==> src/rtl/alarm_trigger.sv <==
// Alarm trigger: watches the running MM:SS time against the latched alarm digits and
// sequences ring / snooze / dismiss, driving registered ringing, buzz and fired outputs.
module alarm_trigger #(
    parameter int unsigned RING_TICKS   = 40,
    parameter int unsigned SNOOZE_TICKS = 20,
    parameter int unsigned MAX_SNOOZE   = 3
) (
    input  logic       clk4,
    input  logic       reset,
    input  logic       arm,
    input  logic       setting_active,
    input  logic [3:0] cur_min_tens,
    input  logic [3:0] cur_min_units,
    input  logic [3:0] cur_sec_tens,
    input  logic [3:0] cur_sec_units,
    input  logic [3:0] alm_min_tens,
    input  logic [3:0] alm_min_units,
    input  logic [3:0] alm_sec_tens,
    input  logic [3:0] alm_sec_units,
    input  logic       dismiss,
    input  logic       snooze,
    output logic       ringing,
    output logic       buzz,
    output logic       fired,
    output logic [2:0] snooze_count,
    output logic [1:0] state
);

    typedef enum logic [1:0] {
        IDLE    = 2'b00,
        RINGING = 2'b01,
        SNOOZE  = 2'b10
    } state_t;

    localparam logic [15:0] RING_LAST = 16'(RING_TICKS - 1);
    localparam logic [15:0] SNZ_LOAD  = 16'(SNOOZE_TICKS - 1);
    localparam logic [2:0]  SNZ_MAX   = 3'(MAX_SNOOZE);

    state_t      state_q, state_d;
    logic [15:0] ring_cnt_q, ring_cnt_d;
    logic [15:0] snz_cnt_q, snz_cnt_d;
    logic [2:0]  snooze_count_d;
    logic        buzz_d, fired_d, ringing_d;
    logic        match, match_prev, trigger;

    assign match = (cur_min_tens  == alm_min_tens)  && (cur_min_units == alm_min_units) &&
                   (cur_sec_tens  == alm_sec_tens)  && (cur_sec_units == alm_sec_units);

    // Only a fresh match edge fires, so a match that was already present when
    // setting mode ends stays silent.
    assign trigger = arm && !setting_active && match && !match_prev;

    assign state = state_q;

    always_comb begin
        state_d        = state_q;
        ring_cnt_d     = ring_cnt_q;
        snz_cnt_d      = snz_cnt_q;
        snooze_count_d = snooze_count;
        buzz_d         = 1'b0;
        fired_d        = 1'b0;
        case (state_q)
            IDLE: begin
                if (trigger) begin
                    state_d        = RINGING;
                    ring_cnt_d     = '0;
                    buzz_d         = 1'b1;
                    fired_d        = 1'b1;
                    snooze_count_d = '0;
                end
            end
            RINGING: begin
                if (!arm || dismiss) begin
                    state_d        = IDLE;
                    snooze_count_d = '0;
                end else if (snooze && (snooze_count < SNZ_MAX)) begin
                    state_d        = SNOOZE;
                    snz_cnt_d      = SNZ_LOAD;
                    snooze_count_d = snooze_count + 3'd1;
                end else if (ring_cnt_q == RING_LAST) begin
                    state_d        = IDLE;
                    snooze_count_d = '0;
                end else begin
                    ring_cnt_d = ring_cnt_q + 16'd1;
                    buzz_d     = !buzz;
                end
            end
            SNOOZE: begin
                if (!arm || dismiss) begin
                    state_d        = IDLE;
                    snooze_count_d = '0;
                end else if (snz_cnt_q == 16'd0) begin
                    state_d    = RINGING;
                    ring_cnt_d = '0;
                    buzz_d     = 1'b1;
                end else begin
                    snz_cnt_d = snz_cnt_q - 16'd1;
                end
            end
            default: begin
                state_d        = IDLE;
                snooze_count_d = '0;
            end
        endcase
        ringing_d = (state_d == RINGING);
    end

    always_ff @(posedge clk4) begin
        if (reset) begin
            state_q      <= IDLE;
            ring_cnt_q   <= '0;
            snz_cnt_q    <= '0;
            snooze_count <= '0;
            buzz         <= 1'b0;
            fired        <= 1'b0;
            ringing      <= 1'b0;
            match_prev   <= 1'b0;
        end else begin
            state_q      <= state_d;
            ring_cnt_q   <= ring_cnt_d;
            snz_cnt_q    <= snz_cnt_d;
            snooze_count <= snooze_count_d;
            buzz         <= buzz_d;
            fired        <= fired_d;
            ringing      <= ringing_d;
            match_prev   <= match;
        end
    end

endmodule
==> config.mk <==
export PLATFORM = sky130hd
export DESIGN_NAME = alarm_trigger
export DESIGN_NICKNAME = d
export VERILOG_FILES = /design/src/rtl/alarm_trigger.sv
export SDC_FILE = /design/constraint.sdc
export NUM_CORES = 1
export LEC_CHECK = 0
export CAP_MARGIN = 20
export CORE_MARGIN = 5
export CORE_UTILIZATION = 50
export CTS_CLUSTER_DIAMETER = 150
export DETAILED_ROUTE_END_ITERATION = 6
export PLACE_DENSITY_LB_ADDON = 0.25
export SYNTH_ARGS = -nofsm -noshare
export SYNTH_HDL_FRONTEND = slang
export SYNTH_SLANG_ARGS = --single-unit
==> constraint.sdc <==
create_clock -name clk4 -period 6.05 [get_ports clk4]
set_input_delay 1.21 -clock clk4 [delete_from_list [all_inputs] [get_ports clk4]]
set_output_delay 1.21 -clock clk4 [all_outputs]
set_load 0.05 [all_outputs]
* After elaboration in Yosys (flattened, before gate mapping)
Index checks and enable logic that the tools add are counted.
Word-level totals: output and inout bits 8, bits in registers 41, input bits 38, logic and storage cells 83
Operators by class: equality and inequality tests 18, add/subtract/negate cells 3, bitwise logic cells 1, $lt $le $gt $ge 1, multiplexer cells 32, reductions and logical operators 20
Operators by type and width (count):
- $mux 16 | 10
- $pmux 16 s3 | 1
- $pmux 16 s2 | 1
- $ne 2x2->1 const B | 9
- $add 16x1->16 const B | 1
- $eq 16x6->1 const B | 1
- $eq 4x4->1 | 4
- $logic_not 16->1 | 1
- $sub 16x1->16 const B | 1
- $mux 3 | 5
- $mux 2 | 6
- $pmux 3 s3 | 1
- $logic_and 1x1->1 | 7
- $reduce_and 7->1 | 1
- $mux 1 | 6
- $pmux 2 s3 | 1
- $reduce_and 5->1 | 1
- $eq 2x1->1 const B | 2
- $logic_not 1->1 | 4
- $ne 4x4->1 const B | 1
- $add 3x1->3 const B | 1
- $lt 3x2->1 const B | 1
- $pmux 1 s3 | 1
- $reduce_and 3->1 | 1
- 7 further kinds | 7

* Longest topological paths before layout
Gate-level depths: netlist (run 1).
depth in word-level cells 9, gate-level depth with buffers 9, gate-level depth less buffers 7

* Worst setup path before layout (run 1)
No wires, ideal clock.
kind input-to-reg, from input port dismiss, to register ring_cnt_q[12], path slack 3288 ps, stages on the path 8, data arrival time 2689 ps, cells stage by stage and2b_2 -> nand3b_1 -> and3b_2 -> a211oi_2 -> buf_6 -> buf_2 -> o21ai_0 -> a21oi_1
Between the ends: longest elaborated chain between the ends 3
Ends and longest elaborated chain:
- start, declared | line 20 | input logic dismiss,
- $logic_or 1x1->1 * | line 73, 89
- $ne 2x2->1 (no source line)
- $reduce_and 7->1 (no source line) *
- end signal, assigned | line 120 | ring_cnt_q <= ring_cnt_d;
- end, declared | line 40 | logic [15:0] ring_cnt_q, ring_cnt_d;
Every way passes the cells marked *; elsewhere a longest branch is shown, timed or not. A chain may end at the register's enable or synchronous reset.

* Worst setup path after layout (run 1)
from input port arm, to register snz_cnt_q[13]
Between the ends: longest elaborated chain between the ends 4
Ends and longest elaborated chain:
- start, declared | line 10 | input logic arm,
- $logic_not 1->1 * | line 73, 89
- $logic_or 1x1->1 * | line 73, 89
- $ne 2x2->1 (no source line)
- $reduce_and 5->1 (no source line) *
- end signal, assigned | line 121 | snz_cnt_q <= snz_cnt_d;
- end, declared | line 41 | logic [15:0] snz_cnt_q, snz_cnt_d;
Marked as above.

==> results of run 1 <==
cell usage in the layout, fill, tap and decap left out, types with 4 or more instances in the layout:
master / Yosys / final
nand4_1: 5 / 5
ha_1: 4 / 4
a21oi_1: 21 / 21
and3_1: 8 / 8
nor2_1: 25 / 25
xor2_1: 7 / 7
o21ai_0: 11 / 11
a211oi_1: 5 / 5
nand2_1: 17 / 17
nand3_1: 9 / 9
and2_1: 4 / 4
o211ai_1: 7 / 7
clkdlybuf4s50_1: 0 / 45
xnor2_1: 22 / 22
inv_1: 6 / 6
or3_1: 9 / 9
a2111oi_0: 4 / 4
nand3b_1: 4 / 4
dfxtp_1: 41 / 41
nor3_1: 6 / 6
clkbuf_8: 0 / 5
registers in the layout (all words and copies together) (netlist names):
signal	flops
buzz	1
fired	1
match_prev	1
ring_cnt_q	16
ringing	1
snooze_count	3
snz_cnt_q	16
state	2
path summary, 6_finish.rpt:
check	slack, ns	start	to	depth (start not counted)
max	2.75	arm	snz_cnt_q[13]$_SDFFE_PP0P_	7
min	0.50	ring_cnt_q[11]$_SDFFE_PP0P_	ring_cnt_q[11]$_SDFFE_PP0P_	2
max reg2reg	3.57	snz_cnt_q[2]$_SDFFE_PP0P_	ring_cnt_q[15]$_SDFFE_PP0P_	7
min reg2reg	0.50	ring_cnt_q[11]$_SDFFE_PP0P_	ring_cnt_q[11]$_SDFFE_PP0P_	2
layer usage:
metal / share of wire (%) / wire, um
met5: 0 / 0
met4: 1.4 / 71
met3: 2.5 / 129
met2: 51 / 2620
met1: 45 / 2360
critical path: cells and delay by family:
family	cells	cell delay (ns)
buffers and inverters	1	0.47
and+or+nand+nor	3	0.77
AOI/OAI and AO/OA	3	1.06
through the flow:
stage | cell area [um2] | setup WS [ns] | hold slack [ns]
6_report | 2770 | 2.75 | 0.495
5_1_grt | 2770 | 2.55 | 0.533
4_1_cts | 2770 | 2.77 | 0.500
3_5_place_dp | 2680 | 2.46 | 0.485
3_3_place_gp | 2680 | 2.53 | 0.476
2_1_floorplan | 2190 | 3.29 | 0.452
final cells by class:
cell class / count / area, um2
inverters: 7 / 26.3
clock buffers: 6 / 72.6
fillers: 384 / 1530
flip-flops and latches: 41 / 821
well taps: 52 / 65.1
repair buffers: 46 / 458
clock inverters: 2 / 10.0
multi-input cells: 201 / 1310
cells by family after synthesis:
kind of cell             count (synthesis)  synth area share [%]
AND/OR/NAND/NOR                        111                  29.3
AO/OA/AOI/OAI                           57                  16.8
flip-flops                              41                  37.4
XOR/XNOR                                29                  11.6
buffers and inverters                   13                  2.62
adder cells (fa/ha/maj)                  4                  2.28
synthesized netlist by cell type, types with 3 or more instances:
library cell | instances | area [um2]
dfxtp_1 | 41 | 821
nor2_1 | 25 | 93.8
xnor2_1 | 22 | 193
a21oi_1 | 21 | 105
nand2_1 | 17 | 63.8
o21ai_0 | 11 | 55.1
nand3_1 | 9 | 45.0
or3_1 | 9 | 56.3
and3_1 | 8 | 50.1
o211ai_1 | 7 | 52.6
xor2_1 | 7 | 61.3
inv_1 | 6 | 22.5
nor3_1 | 6 | 30.0
a211oi_1 | 5 | 37.5
nand4_1 | 5 | 31.3
a2111oi_0 | 4 | 35.0
and2_1 | 4 | 25.0
clkbuf_1 | 4 | 15.0
ha_1 | 4 | 50.1
nand3b_1 | 4 | 30.0
nor3b_1 | 3 | 22.5
nor4_1 | 3 | 18.8
o31ai_1 | 3 | 22.5
or4_1 | 3 | 22.5
power by group:
group          total, mW  internal, mW  switching [mW]  leakage [nW]
Clock              0.170        0.0799          0.0906        0.0450
Combinational     0.0448        0.0296          0.0152         0.593
Sequential         0.270         0.270     0.000000336         0.330
Total              0.485         0.379           0.106         0.968
==> results_dict.tcl, run 1 <==
set metrics [dict create \
    status "finished clean" \
    rows 24 \
    startpoint_type "input port" \
    vias 2006 \
    gp_congestion 0.819 \
    dp_hpwl_um 3890 \
    setup_viol 0 \
    path_cells "clkdlybuf4s50_1 -> and2b_2 -> nand3b_1 -> a21oi_1 -> o211ai_1 -> or4_1 -> a21oi_1" \
    final_util_pct 64.4 \
    grt_pass1_vias 1971 \
    async_flop_share_pct 0 \
    hold_viol_final 0 \
    design.core.area_mm2 0.00429 \
    yosysWarnings 0 \
    numCtsBuffers 5 \
    port_buffers 45 \
    max_freq_mhz 303 \
    dieArea_mm2 0.00581 \
    cts_buffer_depth 2 \
    syn_area_mm2 0.00219 \
    post_drt_via_cell_ratio 5.65 \
    grt_max_degree 28 \
    start_util_pct 51.0 \
    die_x_um 76.2 \
    use_met1_pct 24.4 \
    tightest_slew_ns 0.821 \
    synthDistinctLibCells 45 \
    detail_route.iter0.violations 88 \
    met2_usage_pct 31.0 \
    criticalPathCategory "input port to flop" \
    dieHeight_um 76.2 \
    ys_ff_latch 41 \
    cp-end-kind "flop" \
    arrival_ns 3.51 \
    syn-num-nets 297 \
    place_inst 347 \
    cp_slowest_stage_delay_ns 0.68 \
    slew_violations 0 \
    hp-class "flop to flop" \
    synth_edf_count 0 \
    use_met3_pct 4.96 \
    drv_cap 0 \
    diodes 0 \
    fin_crit_sh_pct 54.5 \
    pin_count 46 \
    p_per_area_mw_per_mm2 175 \
    fin_total_pwr_mw 0.485 \
    tritoncts "yes" \
    drive_gt1_share_pct 6.93 \
    synth_flop_cell "dfxtp_1" \
    cts_root_buf "clkbuf_8" \
    crit_path_top_delay_cell "a21oi_1" \
    finalWirelength_um 5180 \
    first_pass_iters 4 \
    grt-ovfl-total 0 \
    yosysSeqAreaShare_pct 37.4 \
    p_leak_nw 0.968 \
    period_needed_ns 3.30 \
    ir_worst_vdd_v 0.000176 \
    syn_inst 255 \
    cts_resized 0 \
    cts.clk_slew.worst_paths_ns 0.08 \
    cts.sinks 41 \
    ant_nets 0 \
    top_usage_layer "met2" \
    worst_path_most_repeated_cell "a21oi_1" \
    final_cells 355 \
    grt_first_pass_wirelength_um 9200 \
    setup_tns_ns 0 \
    rsz0062_at_grt "no" \
    cp_max_fo 12 \
    grt.total_usage_pct 18.9 \
    nNetsFinal 344 \
    cts_max_level 2 \
    clk-insertion-delay-late_ns 0.30 \
    relSlewSlack_pct 45.3 \
    route.detailed.drc 0 \
    post_cts_buffers 0 \
    hold_buffers 0 \
    cp.required_ns 6.27 \
    wire_per_inst_um 14.6 \
    syn2layout_area_growth_pct 26.2 \
    fin_worst_skew_ns 0.00873 \
    grt_antenna_before_repair 0 \
    avgSynthCellArea_um2 8.60 \
]
Power figures use the tool's default switching activity.
==> inputs of run 2 (changes only) <==
--- a/config.mk
+++ b/config.mk
@@ -7,7 +7,7 @@
 export LEC_CHECK = 0
 export CAP_MARGIN = 20
 export CORE_MARGIN = 5
-export CORE_UTILIZATION = 50
+export CORE_UTILIZATION = 46
 export CTS_CLUSTER_DIAMETER = 150
 export DETAILED_ROUTE_END_ITERATION = 6
 export PLACE_DENSITY_LB_ADDON = 0.25
==> constraint.sdc (replaced) <==
create_clock -name clk4 -period 2.7 [get_ports clk4]
set_input_delay 0.54 -clock clk4 [delete_from_list [all_inputs] [get_ports clk4]]
set_output_delay 0.54 -clock clk4 [all_outputs]
set_load 0.05 [all_outputs]
==> run 2 against run 1 <==
Compared with the run above:
- sequential share of layout area shrank 0.75 points
- global-route usage decreased by 1.4 points
- wire length shrank 2.3%
- clock power is 140% higher
- via count increased by 1.5%
- combinational power is 130% higher
- first-iteration DRC count down 24%
- register-to-register slack got worse by 3.3 ns
- die area rose by 7.5%
- critical path type is now flop to flop
==> results_dict.tcl, run 2 (same netlist as run 1, synthesis figures left out) <==
set metrics [dict create \
    hold_depth 2 \
    layout_common_cells "clkdlybuf4s50_1 (45), dfxtp_1 (41), nor2_1 (25)" \
    cts.sinks 41 \
    first_pass_iters 4 \
    fin_total_pwr_mw 1.11 \
    startpoint_type "flop" \
    cts_resized 0 \
    setup_viol 0 \
    period_needed_ns 2.44 \
    port_buffers 45 \
    hold_viol_final 0 \
    reg_top3 "ring_cnt_q: 16 flops, snz_cnt_q: 16 flops, snooze_count: 3 flops" \
    worst_r2r_path_depth 7 \
    numCtsBuffers 5 \
    cts.clk_slew.worst_paths_ns 0.07 \
    design.core.area_mm2 0.00466 \
    diodes 0 \
    cts_root_buf "clkbuf_8" \
    use_met3_pct 4.31 \
    r2r_slack_ns 0.26 \
    p_leak_nw 1.01 \
    syn2layout_area_growth_pct 29.5 \
    status "finished clean" \
    layout_commonest_cell "clkdlybuf4s50_1" \
    tightest_slew_ns 0.530 \
    final_util_pct 60.9 \
    grt_max_degree 28 \
    route.detailed.drc 0 \
    vias 2036 \
    ant_nets 0 \
    hp-class "flop to flop" \
    timing.rr.start "snz_cnt_q[3]$_SDFFE_PP0P_" \
    wire_per_inst_um 13.9 \
    fin_worst_skew_ns 0.00365 \
    clk-insertion-delay-late_ns 0.29 \
    drive_gt1_share_pct 8.74 \
    min_to "snz_cnt_q[13]$_SDFFE_PP0P_" \
    finalWirelength_um 5060 \
    arrival_ns 2.65 \
    grt.total_usage_pct 17.5 \
    top_usage_layer "met2" \
    dp_hpwl_um 3930 \
    ir_worst_vdd_v 0.000213 \
    nNetsFinal 351 \
    cp-end-kind "flop" \
    grt-ovfl-total 0 \
    grt_pass1_vias 1888 \
    nFillCells 417 \
    rows 25 \
    hold_buffers 0 \
    criticalPathCategory "flop to flop" \
    start_util_pct 47.0 \
    timing.rr.end "ring_cnt_q[11]$_SDFFE_PP0P_" \
    use_met1_pct 20.6 \
    rsz0062_at_grt "no" \
    relSlewSlack_pct 64.6 \
    place_area_mm2 0.00275 \
    drv_cap 0 \
    fin_crit_sh_pct 90.2 \
    multi_input_area_mm2 0.00131 \
    max_freq_mhz 410 \
    cts_max_level 2 \
    slew_violations 0 \
    met2_usage_pct 30.8 \
    die_x_um 79.0 \
    detail_route.iter0.violations 67 \
    hold_start "snz_cnt_q[13]$_SDFFE_PP0P_" \
    post_drt_via_cell_ratio 5.61 \
    dieHeight_um 79.0 \
    gp_congestion 0.746 \
    pin_count 46 \
    tritoncts "yes" \
    cp.required_ns 2.92 \
    grt_antenna_before_repair 0 \
    post_cts_buffers 0 \
    dieArea_mm2 0.00625 \
    final_cell_area_mm2 0.00284 \
    setup_tns_ns 0 \
    seqCellArea_um2 821 \
    p_per_area_mw_per_mm2 390 \
    grt_first_pass_wirelength_um 8670 \
    cp_max_fo 27 \
    cts_buffer_depth 2 \
]
## run 2: changes by cell type in the layout (fill, tap and decap cells not counted)
cell      change
buf_4         +6
buf_12        +1
clkbuf_8      +1
clkinv_2      -2
## run 2: how the worst max path moves through the flow
stage	slack [ns]	end	from	depth (start not counted)
5_1_grt	0.13	ring_cnt_q[15]$_SDFFE_PP0P_	snz_cnt_q[2]$_SDFFE_PP0P_	7
2_1_floorplan	0.55	ring_cnt_q[12]$_SDFFE_PP0P_	snooze_count[0]$_SDFFE_PP0P_	8
3_3_place_gp	0.07	ring_cnt_q[11]$_SDFFE_PP0P_	alm_min_tens[2]	8
3_5_place_dp	-0.04	ring_cnt_q[11]$_SDFFE_PP0P_	alm_min_tens[2]	8
6_report	0.26	ring_cnt_q[11]$_SDFFE_PP0P_	snz_cnt_q[3]$_SDFFE_PP0P_	7
4_1_cts	0.24	ring_cnt_q[11]$_SDFFE_PP0P_	snz_cnt_q[2]$_SDFFE_PP0P_	7
## run 2: routing by layer
layer	vias up	share of wire [%]
met5	-	0
met4	0	1.5
met3	8	3.1
met2	25	52
met1	962	44
li1	1041	-
## run 2: layout make-up
type | count | area share [%]
timing repair buffer | 53 | 18.4
inverter | 7 | 0.926
sequential | 41 | 28.9
multi-input combinational | 201 | 46.3
tap | 54 | 2.38
clock buffer | 7 | 3.04
## run 2: critical path: stages (launching register included)
cell and delay, ns:
dfxtp_1 0.35, or4_4 0.56, nor4_4 0.28, and3b_2 0.28
a211oi_2 0.06, buf_12 0.17, or4_1 0.50, a21oi_1 0.16
## run 2: where the power goes
part	leakage, nW	switching, mW	total, mW	internal (mW)
clock network	0.0443	0.197	0.400	0.203
logic	0.633	0.0340	0.102	0.0681
registers	0.330	0.000000743	0.604	0.604
## run 2: stage by stage
step                      hold WS [ns]  worst slack [ns]  instances
final                            0.491             0.264        363
after global routing             0.525             0.126        363
after CTS                        0.496             0.236        363
after detailed placement         0.483           -0.0357        356
after global placement           0.471            0.0742        356
after floorplan                  0.452             0.550        255
